$ cat src/rtl/stopwatch_pkg.sv
// Shared types and constants for the stopwatch controller and its BCD counters.
package stopwatch_pkg;
  typedef enum logic [1:0] {IDLE, RUN, PAUSE, LAP} state_e;

  localparam int DIGIT_W      = 4;
  localparam int SEC_TENS_MAX = 5;
  localparam int UNITS_MAX    = 9;

  typedef struct packed {
    logic [DIGIT_W-1:0] min_tens;
    logic [DIGIT_W-1:0] min_ones;
    logic [DIGIT_W-1:0] sec_tens;
    logic [DIGIT_W-1:0] sec_ones;
  } mmss_t;
endpackage

$ cat src/rtl/stopwatch_ctrl_if.sv
// Command pulses in, BCD display and status out.
interface stopwatch_ctrl_if;
  import stopwatch_pkg::*;

  logic               start_stop;
  logic               lap;
  logic               clear;
  logic [DIGIT_W-1:0] sec_ones;
  logic [DIGIT_W-1:0] sec_tens;
  logic [DIGIT_W-1:0] min_ones;
  logic [DIGIT_W-1:0] min_tens;
  logic               running;
  logic               lap_valid;
  logic               overflow;

  modport master (
    output start_stop, lap, clear,
    input  sec_ones, sec_tens, min_ones, min_tens, running, lap_valid, overflow
  );

  modport slave (
    input  start_stop, lap, clear,
    output sec_ones, sec_tens, min_ones, min_tens, running, lap_valid, overflow
  );
endinterface

$ cat src/rtl/stopwatch_ctrl_bcd_mod60.sv
// Two-digit BCD counter 00..59 with a combinational carry out on the wrap.
module bcd_mod60
  import stopwatch_pkg::*;
(
  input  logic               clk,
  input  logic               rst,
  input  logic               en,
  output logic [DIGIT_W-1:0] ones,
  output logic [DIGIT_W-1:0] tens,
  output logic               carry
);
  logic [DIGIT_W-1:0] ones_q, ones_d;
  logic [DIGIT_W-1:0] tens_q, tens_d;
  logic               ones_wrap, tens_wrap;

  assign ones_wrap = (ones_q == DIGIT_W'(UNITS_MAX));
  assign tens_wrap = (tens_q == DIGIT_W'(SEC_TENS_MAX));

  always_comb begin
    ones_d = ones_q;
    tens_d = tens_q;
    if (en) begin
      if (ones_wrap) begin
        ones_d = '0;
        tens_d = tens_wrap ? '0 : tens_q + 1'b1;
      end else begin
        ones_d = ones_q + 1'b1;
      end
    end
  end

  always_ff @(posedge clk) begin
    if (!rst) begin
      ones_q <= '0;
      tens_q <= '0;
    end else begin
      ones_q <= ones_d;
      tens_q <= tens_d;
    end
  end

  assign ones  = ones_q;
  assign tens  = tens_q;
  assign carry = en && ones_wrap && tens_wrap;
endmodule

$ cat src/rtl/stopwatch_ctrl.sv
// MM:SS stopwatch: command FSM, prescaler, lap latch, sticky overflow and display mux.
module stopwatch_ctrl
  import stopwatch_pkg::*;
#(
  parameter int PRESCALE = 4
) (
  input  logic             clk,
  input  logic             rst,
  stopwatch_ctrl_if.slave  sw
);
  localparam int PS_W = (PRESCALE > 2) ? $clog2(PRESCALE) : 1;

  state_e          state_q, state_d;
  logic [PS_W-1:0] presc_q, presc_d;
  mmss_t           lap_q, lap_d;
  logic            ovf_q, ovf_d;
  mmss_t           live, disp;
  logic            cmd_clr, cmd_ss, cmd_lap;
  logic            active, tick, sec_carry, min_carry, cnt_rst;

  // Priority clear > start_stop > lap; losers in the same cycle are dropped.
  assign cmd_clr = sw.clear;
  assign cmd_ss  = sw.start_stop && !sw.clear;
  assign cmd_lap = sw.lap && !sw.start_stop && !sw.clear;

  assign active = (state_q == RUN) || (state_q == LAP);
  assign tick   = active && (presc_q == PS_W'(PRESCALE - 1));

  always_comb begin
    state_d = state_q;
    if (cmd_clr) begin
      state_d = IDLE;
    end else if (cmd_ss) begin
      unique case (state_q)
        IDLE:    state_d = RUN;
        RUN:     state_d = PAUSE;
        PAUSE:   state_d = RUN;
        LAP:     state_d = PAUSE;
        default: state_d = IDLE;
      endcase
    end else if (cmd_lap) begin
      if (state_q == RUN)      state_d = LAP;
      else if (state_q == LAP) state_d = RUN;
    end
  end

  always_comb begin
    presc_d = presc_q;
    lap_d   = lap_q;
    ovf_d   = ovf_q;
    if (cmd_clr || state_q == IDLE) presc_d = '0;
    else if (active)                presc_d = tick ? '0 : presc_q + 1'b1;
    if (cmd_clr)                            lap_d = '0;
    else if (state_q == RUN && cmd_lap)     lap_d = live;
    if (cmd_clr)        ovf_d = 1'b0;
    else if (min_carry) ovf_d = 1'b1;
  end

  always_ff @(posedge clk) begin
    if (!rst) begin
      state_q <= IDLE;
      presc_q <= '0;
      lap_q   <= '0;
      ovf_q   <= 1'b0;
    end else begin
      state_q <= state_d;
      presc_q <= presc_d;
      lap_q   <= lap_d;
      ovf_q   <= ovf_d;
    end
  end

  // Clear zeroes the digit counters through their synchronous reset.
  assign cnt_rst = rst && !sw.clear;

  bcd_mod60 u_sec (
    .clk   (clk),
    .rst   (cnt_rst),
    .en    (tick),
    .ones  (live.sec_ones),
    .tens  (live.sec_tens),
    .carry (sec_carry)
  );

  bcd_mod60 u_min (
    .clk   (clk),
    .rst   (cnt_rst),
    .en    (sec_carry),
    .ones  (live.min_ones),
    .tens  (live.min_tens),
    .carry (min_carry)
  );

  assign disp         = (state_q == LAP) ? lap_q : live;
  assign sw.sec_ones  = disp.sec_ones;
  assign sw.sec_tens  = disp.sec_tens;
  assign sw.min_ones  = disp.min_ones;
  assign sw.min_tens  = disp.min_tens;
  assign sw.running   = active;
  assign sw.lap_valid = (state_q == LAP);
  assign sw.overflow  = ovf_q;
endmodule

$ cat src/flat_wrapper.sv
// flat-port wrapper written by rule: the top's interface ports become plain ports
module stopwatch_ctrl_flat import stopwatch_pkg::*;
#(
  parameter int PRESCALE = 4
)
  (clk, rst, sw_start_stop, sw_lap, sw_clear, sw_sec_ones, sw_sec_tens, sw_min_ones, sw_min_tens, sw_running, sw_lap_valid, sw_overflow);
  stopwatch_ctrl_if sw_i ();
  input  logic clk;
  input  logic rst;
  input wire logic [$bits(sw_i.start_stop)-1:0] sw_start_stop;
  input wire logic [$bits(sw_i.lap)-1:0] sw_lap;
  input wire logic [$bits(sw_i.clear)-1:0] sw_clear;
  output wire logic [$bits(sw_i.sec_ones)-1:0] sw_sec_ones;
  output wire logic [$bits(sw_i.sec_tens)-1:0] sw_sec_tens;
  output wire logic [$bits(sw_i.min_ones)-1:0] sw_min_ones;
  output wire logic [$bits(sw_i.min_tens)-1:0] sw_min_tens;
  output wire logic [$bits(sw_i.running)-1:0] sw_running;
  output wire logic [$bits(sw_i.lap_valid)-1:0] sw_lap_valid;
  output wire logic [$bits(sw_i.overflow)-1:0] sw_overflow;
  assign sw_i.start_stop = sw_start_stop;
  assign sw_i.lap = sw_lap;
  assign sw_i.clear = sw_clear;
  assign sw_sec_ones = sw_i.sec_ones;
  assign sw_sec_tens = sw_i.sec_tens;
  assign sw_min_ones = sw_i.min_ones;
  assign sw_min_tens = sw_i.min_tens;
  assign sw_running = sw_i.running;
  assign sw_lap_valid = sw_i.lap_valid;
  assign sw_overflow = sw_i.overflow;
  stopwatch_ctrl #(.PRESCALE(PRESCALE)) u_core (.clk(clk), .rst(rst), .sw(sw_i));
endmodule
$ cat config.mk
export PLATFORM = sky130hd
export DESIGN_NAME = stopwatch_ctrl_flat
export DESIGN_NICKNAME = d
export VERILOG_FILES = /design/src/rtl/stopwatch_pkg.sv /design/src/rtl/stopwatch_ctrl_if.sv /design/src/rtl/stopwatch_ctrl_bcd_mod60.sv /design/src/rtl/stopwatch_ctrl.sv /design/src/flat_wrapper.sv
export SDC_FILE = /design/constraint.sdc
export NUM_CORES = 1
export LEC_CHECK = 0
export CAP_MARGIN = 0
export CORE_UTILIZATION = 35
export DETAILED_ROUTE_END_ITERATION = 16
export PLACE_DENSITY = 0.62
export SYNTH_ARGS = -nofsm -noshare
export SYNTH_HDL_FRONTEND = slang
export SYNTH_SLANG_ARGS = --single-unit
$ cat constraint.sdc
create_clock -name clk -period 1.92 [get_ports clk]
set_clock_uncertainty 0.05 [all_clocks]
set_input_delay 0.192 -clock clk [delete_from_list [all_inputs] [get_ports clk]]
set_output_delay 0.192 -clock clk [all_outputs]
set_load 0.005 [all_outputs]
Word-level counts from Yosys, hierarchy flattened
Cells that the tools add are included.
Storage, ports and cells
  input bits: 5
  logic and storage cells: 60
  bits in registers: 37
Operators by class
  equality and inequality tests: 8
  reductions and logical operators: 24
  bitwise gates (word level): 1
  mux-type cells: 11
  add/subtract/negate cells: 5
Operators by type and width (count)
  4-bit by 1-bit adder with 4-bit output (second input constant): 4
  16-bit 2-to-1 mux: 1
  4-bit 2-to-1 mux: 4
  1-bit logical AND: 10
  2-bit 2-to-1 mux: 5
  4-bit by 3-bit equality test with 1-bit output (second input constant): 2
  4-bit equality test (second input constant): 2
  2-bit OR reduction: 4
  2-bit equality test (second input constant): 3
  2-bit AND reduction: 3
  2-bit case mux with 2 select lines: 1
  3-bit nonzero test: 1
  2-bit by 1-bit adder with 2-bit output (second input constant): 1
  2-bit by 1-bit equality test with 1-bit output (second input constant): 1
  1-bit logical NOT: 2
  2-bit logical NOT: 1
  1-bit logical OR: 2
  2-bit nonzero test: 1
  1-bit inverter: 1

Depth between registers and ports, before layout
Gate-level depths: netlist (run 1).
  word-level depth: 7
  mapped depth: 6

Hierarchy
A second synthesis (run 1) with hierarchy kept.
Second synthesis, totals
  cell total of the unflattened synthesis: 210
  area total of the unflattened synthesis: 1903.1 µm²
By module, submodules not included
  stopwatch_ctrl: cells each 120, instances 1, area each 1079.8 µm²
  bcd_mod60: cells each 45, instances 2, area each 411.6 µm²

Least setup slack after synthesis (run 1)
Ideal clock, no wire load.
  kind: reg2reg
  start point: register u_core.presc_q[0]
  end point: register u_core.u_min.tens_q[0], in the netlist u_core.u_min.tens[0]
  data arrival time: 1.430 ns
  path buffers: 1
  data required time: 1.742 ns
  period minus slack after synthesis: 1.608 ns
  path slack: 0.312 ns
  stages on the path, launching flop included: 7
  setup time: 0.128 ns
  cell sequence: dfxtp_1 ha_1 nand3_1 clkbuf_1 nor4_1 xnor2_1 nor2_1
On the way
  longest elaborated chain between the ends: 5
Ends and longest elaborated chain
  start, declared: line stopwatch_ctrl.sv:14  | logic [PS_W-1:0] presc_q, presc_d;
  start signal, assigned: line stopwatch_ctrl.sv:67  | presc_q <= presc_d;
  2-bit equality test: line stopwatch_ctrl.sv:27  | assign tick = active && (presc_q == PS_W'(PRESCALE - 1));
  1-bit logical AND: line stopwatch_ctrl.sv:27
  1-bit logical AND (2 in series): line stopwatch_ctrl_bcd_mod60.sv:44  | assign carry = en && ones_wrap && tens_wrap;
  2-bit AND reduction (no line)
  end signal, assigned: line stopwatch_ctrl_bcd_mod60.sv:38  | tens_q <= tens_d;
  end, declared: line stopwatch_ctrl_bcd_mod60.sv:13  | logic [DIGIT_W-1:0] tens_q, tens_d;
No other way between the ends.
A chain may end at the register's enable or synchronous reset.

Worst setup path after layout (run 1)
  start point: register u_core.state_q[0]
  end point: output port sw_sec_ones[2]
On the way
  longest elaborated chain between the ends: 2
Ends and longest elaborated chain
  start, declared: line stopwatch_ctrl.sv:13  | state_e state_q, state_d;
  start signal, assigned: line stopwatch_ctrl.sv:66  | state_q <= state_d;
  2-bit equality test: line stopwatch_ctrl.sv:94  | assign disp = (state_q == LAP) ? lap_q : live;
  16-bit 2-to-1 mux: line stopwatch_ctrl.sv:94
  end, declared: line flat_wrapper.sv:13  | output wire logic [$bits(sw_i.sec_ones)-1:0] sw_sec_ones;
No other way between the ends.

==> results of run 1 <==
registers in the layout, summed over array words and instances, names as in the netlist:
| name | count |
|---|---|
| u_core.lap_q | 16 |
| u_core.u_min.tens | 4 |
| u_core.presc_q | 2 |
| u_core.u_sec.tens | 4 |
| u_core.sw.overflow | 1 |
| u_core.u_min.ones | 4 |
| u_core.state_q | 2 |
| u_core.u_sec.ones | 4 |
metal layers:
| layer | wire, um | track usage |
|---|---|---|
| met4 | 92 | 0.09804 |
| met2 | 1542 | 0.2274 |
| met1 | 1707 | 0.1902 |
| met3 | 130 | 0.03729 |
| met5 | 0 | 0 |
worst paths after layout:
kind / from / to / cells past startpoint
worst max register to register: u_core.presc_q[0]$_SDFFE_PP0P_ / u_core.u_min.ones[3]$_SDFFE_PN0N_ / 6
worst min register to register: u_core.sw.overflow$_SDFFE_PN0P_ / u_core.sw.overflow$_SDFFE_PN0P_ / 2
worst min-delay path: u_core.sw.overflow$_SDFFE_PN0P_ / u_core.sw.overflow$_SDFFE_PN0P_ / 2
worst max-delay path: u_core.state_q[0]$_SDFFE_PN0P_ / sw_sec_ones[2] / 4
synthesized netlist by cell type, drive strengths merged:
| master | n |
|---|---|
| nor4 | 5 |
| a211oi | 1 |
| nand3b | 3 |
| a21oi | 11 |
| mux2 | 11 |
| nand2b | 2 |
| xor2 | 3 |
| a31o | 1 |
| a31oi | 1 |
| buf | 5 |
| nand4bb | 3 |
| nand3 | 3 |
| nand4 | 1 |
| inv | 6 |
| or3b | 1 |
| nor2 | 34 |
| o21ai | 9 |
| nor2b | 4 |
| nor3b | 2 |
| nand2 | 13 |
| a41oi | 1 |
| xnor2 | 5 |
| dfxtp | 37 |
| ha | 1 |
| and3 | 2 |
| a311oi | 1 |
| mux2i | 19 |
| clkbuf | 8 |
| nor3 | 2 |
critical path: stages (launching register included):
cell             delay, ns
dfxtp_4               0.36
nand2_4               0.09
buf_6                 0.12
mux2_2                0.32
clkdlybuf4s50_1       0.44
stage by stage:
step	std cells	setup TNS [ns]
after floorplan	195	0
after global placement	285	0
after detailed placement	285	0
after CTS	295	-0.0008675
after global routing	297	-0.0008242
final	297	0
where the power goes:
| part | switching, mW | internal [mW] |
|---|---|---|
| Sequential | 0.00193 | 0.768 |
| Combinational | 0.0253 | 0.0268 |
| Clock | 0.298 | 0.250 |
| Total | 0.325 | 1.05 |
repair_timing:
| item | 4_1_cts | 5_1_grt |
|---|---|---|
| setup buffers | 2 | 2 |
| gates resized for setup | 5 | 11 |
| pin swaps | 1 | 1 |
| setup endpoints to repair | 16 | 23 |
layout make-up:
cell class,count,area (sq um),area share
Clock buffer,5,68.82,0.03012
Clock inverter,3,17.52,0.007667
Inverter,6,22.52,0.009858
Multi-Input combinational cell,139,938.4,0.4107
Sequential cell,37,745.7,0.3264
Tap cell,67,83.83,0.03669
Timing Repair Buffer,40,407.9,0.1785
kinds of logic after synthesis:
family / after synthesis / synth area share
AND/OR/NAND/NOR: 75 / 0.2231
flip-flops: 37 / 0.4247
multiplexers: 30 / 0.1801
AO/OA/AOI/OAI: 25 / 0.08035
buffers and inverters: 19 / 0.04448
XOR/XNOR: 8 / 0.04017
adder cells (fa/ha/maj): 1 / 0.007172
==> impl_metrics.ini, run 1 <==
[synth]
avgSynthCellArea_sq_um = 8.944
netlist_area_sq_um = 1744
ys_seq_area_frac = 0.4247
synthTopCellsByArea = dfxtp_1, mux2i_1, nor2_1
synth_cell_types = 33
yosys.area.top_type_share = 0.4247
synthCells = 195
synth_largest_area_cell = dfxtp_1
yosys_warnings = 0
syn_nets = 201
ys_ff_latch = 37

[run_status]
status = finished, final reports clean

[cells_and_area]
drive_gt1_frac = 0.1913
postLayoutCellArea_sq_um = 2285
layout.core_utilization = 0.4805
final_common_cell = dfxtp_1
fillers = 476
layout_common_cells = dfxtp_1, nor2_1, mux2i_1
syn_to_final_growth_pct = 30.99
final_nets = 235
diodes = 0

[setup_path]
startpoint_type = register
arrival_ns = 1.63
end_kind = output port
critical_path_class = reg2out
cp_data_required_time_ns = 1.68
ff2ff_setup_slack_ns = 0.17
critPathMaxFanout = 5

[place]
pre_cts_slack_ns = 0.07955
place_area_sq_um = 2126
gp_congestion = 0.7681
hpwl_mm = 2.354
portBuffers = 23

[sta]
hold_slack_ns = 0.4278
tightest_slew_ns = 0.4130
hold_viol = 0
setup_viol = 0
relSlewSlack = 0.7226
fin_crit_ns = 1.876
fin_ws_ns = 0.04358
timing.fmax_mhz = 532.9
slew_viol_final = 0
timing.final.crit_share = 0.9773

[clock_network]
cts.hold.buffers_added = 0
cts_tree = yes
insertion_delay_ns = 0.30
cts.sinks = 37
cts_made_buffers = 5
cts_max_level = 2
clockBufferDepth = 2
path_clk_slew_ns = 0.08
ctsRootBufferMaster = clkbuf_8

[die]
die_area_sq_um = 5269
boundaryPins = 24
start_util = 0.3668
coreArea_sq_um = 4755
die_h_um = 72.59
fp.dieW_um = 72.59
rows = 25

[global_routing]
grt_start_max_net_pins = 38
grt_overflow = 0
track_usage = 0.1503
grt_first_pass_wirelength_mm = 5.961
first_global_vias = 1325
antenna_found_initial = 0

[power_and_ir_drop]
power_leakage_nw = 0.9063
total_power_mw = 1.371
ir_drop_v = 0.0003682
power_density_nw_per_um2 = 599.9

[detailed_routing]
ant_nets = 0
first_iter_violations = 153
drc = 0
wl_per_cell_um = 11.69
drtPass1Iterations = 4
vias = 1409
routed_wirelength_mm = 3.473
viasPerCell = 4.744

[flow_run]
drv_cap = 0

[min_path]
hold_path.class = reg2reg
No activity file was read; power rests on OpenSTA's default activity.
==> run 2: changes to the inputs <==
Settings changed: CELL_PAD_IN_SITES_DETAIL_PLACEMENT from default to 1, CELL_PAD_IN_SITES_GLOBAL_PLACEMENT from default to 2, CORE_UTILIZATION 35 to 33, PLACE_DENSITY 0.62 to 0.85.
==> impl_metrics.ini, run 2 (synthesis results as in run 1) <==
[setup_path]
critical_path_class = reg2out
max_stage_delay_ns = 0.44
end_kind = output port
cp_data_required_time_ns = 1.68
cp_num_buf_inv = 2
critPathMaxFanout = 5
arrival_ns = 1.63
crit_path_cell_trace = nand2_2 > buf_6 > mux2_2 > clkdlybuf4s50_1
crit_slowest_cell = clkdlybuf4s50_1
startpoint_type = register
crit_family = buffers and inverters

[cells_and_area]
postLayoutCellArea_sq_um = 2325
layout_common_cells = dfxtp_1, nor2_1, mux2i_1
largest_reg_flops = 16
syn_to_final_growth_pct = 33.29
seqCellArea_sq_um = 742.0
final_common_cell = dfxtp_1
fillers = 613
regMostFlops = u_core.lap_q
layout.core_utilization = 0.4552
diodes = 0
drive_gt1_frac = 0.1853
final_nets = 237
multi_input_area_sq_um = 928.4

[die]
die_area_sq_um = 5580
start_util = 0.3415
die_h_um = 74.70
rows = 26
fp.dieW_um = 74.70
boundaryPins = 24
coreArea_sq_um = 5107

[sta]
setup_tns_ns = 0
setup_viol = 0
slew_viol_final = 0
tightest_slew_ns = 0.4160
timing.final.crit_share = 0.9758
timing.fmax_mhz = 533.8
relSlewSlack = 0.7206
hold_viol = 0
fin_crit_ns = 1.873
rsz0062_at_grt = no

[global_routing]
grt_start_max_net_pins = 38
grt_overflow = 0
grt_first_pass_wirelength_mm = 6.568
track_usage = 0.1602
first_global_vias = 1377
antenna_found_initial = 0

[place]
place_area_sq_um = 2145
hpwl_mm = 2.800
portBuffers = 23
gp_congestion = 0.7614

[clock_network]
cts_max_level = 2
ctsRootBufferMaster = clkbuf_8
insertion_delay_ns = 0.29
clockBufferDepth = 2
cts_made_buffers = 5
cts.sinks = 37
cts.hold.buffers_added = 0
path_clk_slew_ns = 0.07
cts_tree = yes

[power_and_ir_drop]
ir_drop_v = 0.0003614
power_leakage_nw = 0.9336
power_density_nw_per_um2 = 652.9
total_power_mw = 1.518

[run_status]
status = finished, final reports clean

[detailed_routing]
ant_nets = 0
routed_wirelength_mm = 4.028
drc = 0
wl_per_cell_um = 13.34
drtPass1Iterations = 4
vias = 1482
viasPerCell = 4.907
first_iter_violations = 37

[min_path]
hold_path.class = reg2reg

[flow_run]
drv_cap = 0
-- run 2: path summary, 6_finish.rpt --
check / slack (ns) / depth (start not counted) / end / start
worst max-delay path: 0.05 / 4 / sw_sec_ones[2] / u_core.state_q[1]$_SDFFE_PN0P_
worst min-delay path: 0.44 / 2 / u_core.lap_q[3]$_SDFFE_PN0P_ / u_core.lap_q[3]$_SDFFE_PN0P_
worst max register to register: 0.15 / 6 / u_core.u_min.tens[0]$_SDFFE_PN0P_ / u_core.presc_q[0]$_SDFFE_PP0P_
worst min register to register: 0.44 / 2 / u_core.lap_q[3]$_SDFFE_PN0P_ / u_core.lap_q[3]$_SDFFE_PN0P_
-- run 2: repair_timing --
action | CTS | global route
setup endpoints to repair | 16 | 13
resized for setup | 4 | 10
buffers inserted | 0 | 4
pin swaps | 0 | 1
-- run 2: per-layer routing --
metal,share of wire,track usage,vias to the layer above
met5,0,0,-
met4,0.011,0.05031,0
met3,0.031,0.04819,7
met2,0.51,0.2793,17
met1,0.45,0.1886,718
li1,-,-,740
-- run 2: area by class of cell --
cell class              instances  area share
repair buffers                 42      0.1830
clock inverters                 1     0.01292
inverters                       6     0.01076
flip-flops and latches         37      0.3192
clock buffers                   7     0.03714
well taps                      70     0.03767
multi-input cells             139      0.3994
-- run 2: power by group --
part | internal, mW | switching, mW | total [mW]
clock | 0.423 | 0.276 | 0.699
sequential | 0.769 | 0.00140 | 0.770
combinational | 0.0231 | 0.0254 | 0.0484
total | 1.22 | 0.303 | 1.52
-- run 2: per-stage QoR --
stage / setup slack, ns / instances / hold WS, ns
finish: 0.04651 / 302 / 0.4430
global route: 0.004681 / 302 / 0.4681
CTS: 0.01383 / 298 / 0.4489
detailed placement: 0.1501 / 290 / 0.4266
global placement: 0.2438 / 290 / 0.4192
floorplan: 0.3124 / 195 / 0.2788
-- run 2: worst register-to-register path, delay by kind of cell, from the launching register on --
| family | cells | cell delay, ns |
|---|---|---|
| xor+xnor | 1 | 0.17 |
| flops | 1 | 0.38 |
| fa+ha+maj | 1 | 0.23 |
| buf+inv | 1 | 0.22 |
| simple gates | 3 | 0.63 |
==> run 3: changes to the inputs <==
Settings changed: CTS_CLUSTER_DIAMETER from default to 40.
==> results of run 3 <==
No change in the layout: final DEF, timing and power equal those of run 2.
==> edit, RTL diff (flow settings as in run 3) <==
The package constant `DIGIT_W` goes from 4 to 6.
--- a/src/rtl/stopwatch_pkg.sv
+++ b/src/rtl/stopwatch_pkg.sv
@@ -4,3 +4,3 @@
 
-  localparam int DIGIT_W      = 4;
+  localparam int DIGIT_W      = 6;
   localparam int SEC_TENS_MAX = 5;
Interface: changed (resized sw_min_ones, sw_min_tens, sw_sec_ones and sw_sec_tens); port bits go from 24 to 32. No check against the original RTL was run, so the function may have changed too.
==> edit against run 3 <==
- area after synthesis is 48% higher
- global-route usage is 2.4 points higher
- sequential cell count is 16 higher
- setup slack worse by 0.0043 ns
- via count is 67% higher
- wire length is 90% higher
- first-iteration DRC count is 32% higher
- critical path depth is 4 higher
- final cell count is 61% higher
- cell area is 54% higher
- power is 22% higher
- non-clock buffer count is 37 higher
- critical path type is now reg2reg
- largest cell class unchanged
- largest power group unchanged
- highest routed layer unchanged
==> edit: results (changes against run 3) <==
[placement]
place_congestion=0.814  ; +6.9%
dp_hpwl_um=5370  ; +92%
io_buffers=31  ; +35%

[synthesis]
synth_xor_area_share_pct=3.39  ; -0.63 points
ys_seq_area_share_pct=41.0  ; -1.4 points
synthMuxAreaShare_pct=8.62  ; -9.4 points
syn_nets=329  ; +64%
synth_seq_cells=53  ; +43%
synth.area.top_cells=dfxtp_1 (41%), nand2_1 (11%), mux2_2 (7.8%)
ys_top_cells_by_count=nand2_1 (73), dfxtp_1 (53), a21oi_1 (37)
yosysUniqueCellTypes=40  ; +21%
syn_inst=315  ; +62%

[pwr]
ir_worst_vdd_uv=252  ; -30%
p_seq_mw=1.10  ; +43%
p_sw_share_pct=24.5  ; +4.5 points

[worst_setup_path]
r2r-end=u_core.u_min.ones[0]
ff2ff_path_depth=8  ; +2
r2r_start=u_core.u_sec.tens[1]
r2r_slack_ns=0.04  ; -0.11 ns

[cts]
clk_pin_slew_worst_paths_ns=0.11  ; +0.04 ns
insertion_delay_ns=0.31  ; +0.02 ns
cts_setup_buffers=4  ; +4

[grt]
gr-usage-met1_pct=21.4  ; +2.5 points
track_usage_pct=18.4  ; +2.4 points
grt.met3_usage_pct=2.78  ; -2.0 points
grt_max_degree=25  ; -34%
grt_pass1_vias=2541  ; +85%

[min_path]
worstHoldStart=u_core.lap_q[11]
min_to=u_core.lap_q[11]

[route]
drtIter0Drc=49  ; +32%
route.vias.total=2473  ; +67%

[cells_and_area]
largest_reg_flops=24  ; +8
fill_cells=891  ; +45%
clk_share_pct=2.62  ; -2.4 points
nets=399  ; +68%
clkbuf_count=5  ; -2
area_delta_synth_final_pct=38.4
multi_input_area_mm2=0.00154  ; +66%
inv_count=8  ; +2
drive_above_1_share_pct=25.9  ; +7.4 points

[sta]
tightest_slew_ns=0.316  ; -0.100 ns
holdWs_ns=0.409  ; -0.0345 ns

[run_status]
status=completed

## edit: worst max-delay path: stages, from the launching register on
cell     delay (ns)
dfxtp_1        0.32
inv_1          0.07
ha_1           0.14
nor4b_4        0.25
buf_4          0.17
nand4_4        0.15
buf_6          0.17
or3_4          0.36
a21oi_2        0.13
## edit: layer usage
metal  vias up  wire [µm]
met5         -          0
met4         0         53
met3         5        155
met2        29       3980
met1      1220       3460
li1       1219          -
## edit: worst max-delay path by stage
stage,start,to,slack [ns],cells past startpoint
after detailed placement,u_core.u_sec.ones[1],u_core.u_min.tens[5],-0.08,7
after floorplan,u_core.u_sec.ones[0],u_core.u_sec.tens[5],0.10,5
after global placement,u_core.u_sec.tens[1],u_core.u_min.tens[5],-0.04,7
after CTS,u_core.state_q[1],sw_sec_tens[1],0.0001,6
final,u_core.u_sec.tens[1],u_core.u_min.ones[0],0.04,8
after global routing,u_core.u_sec.ones[1],u_core.u_min.ones[5],-0.04,8
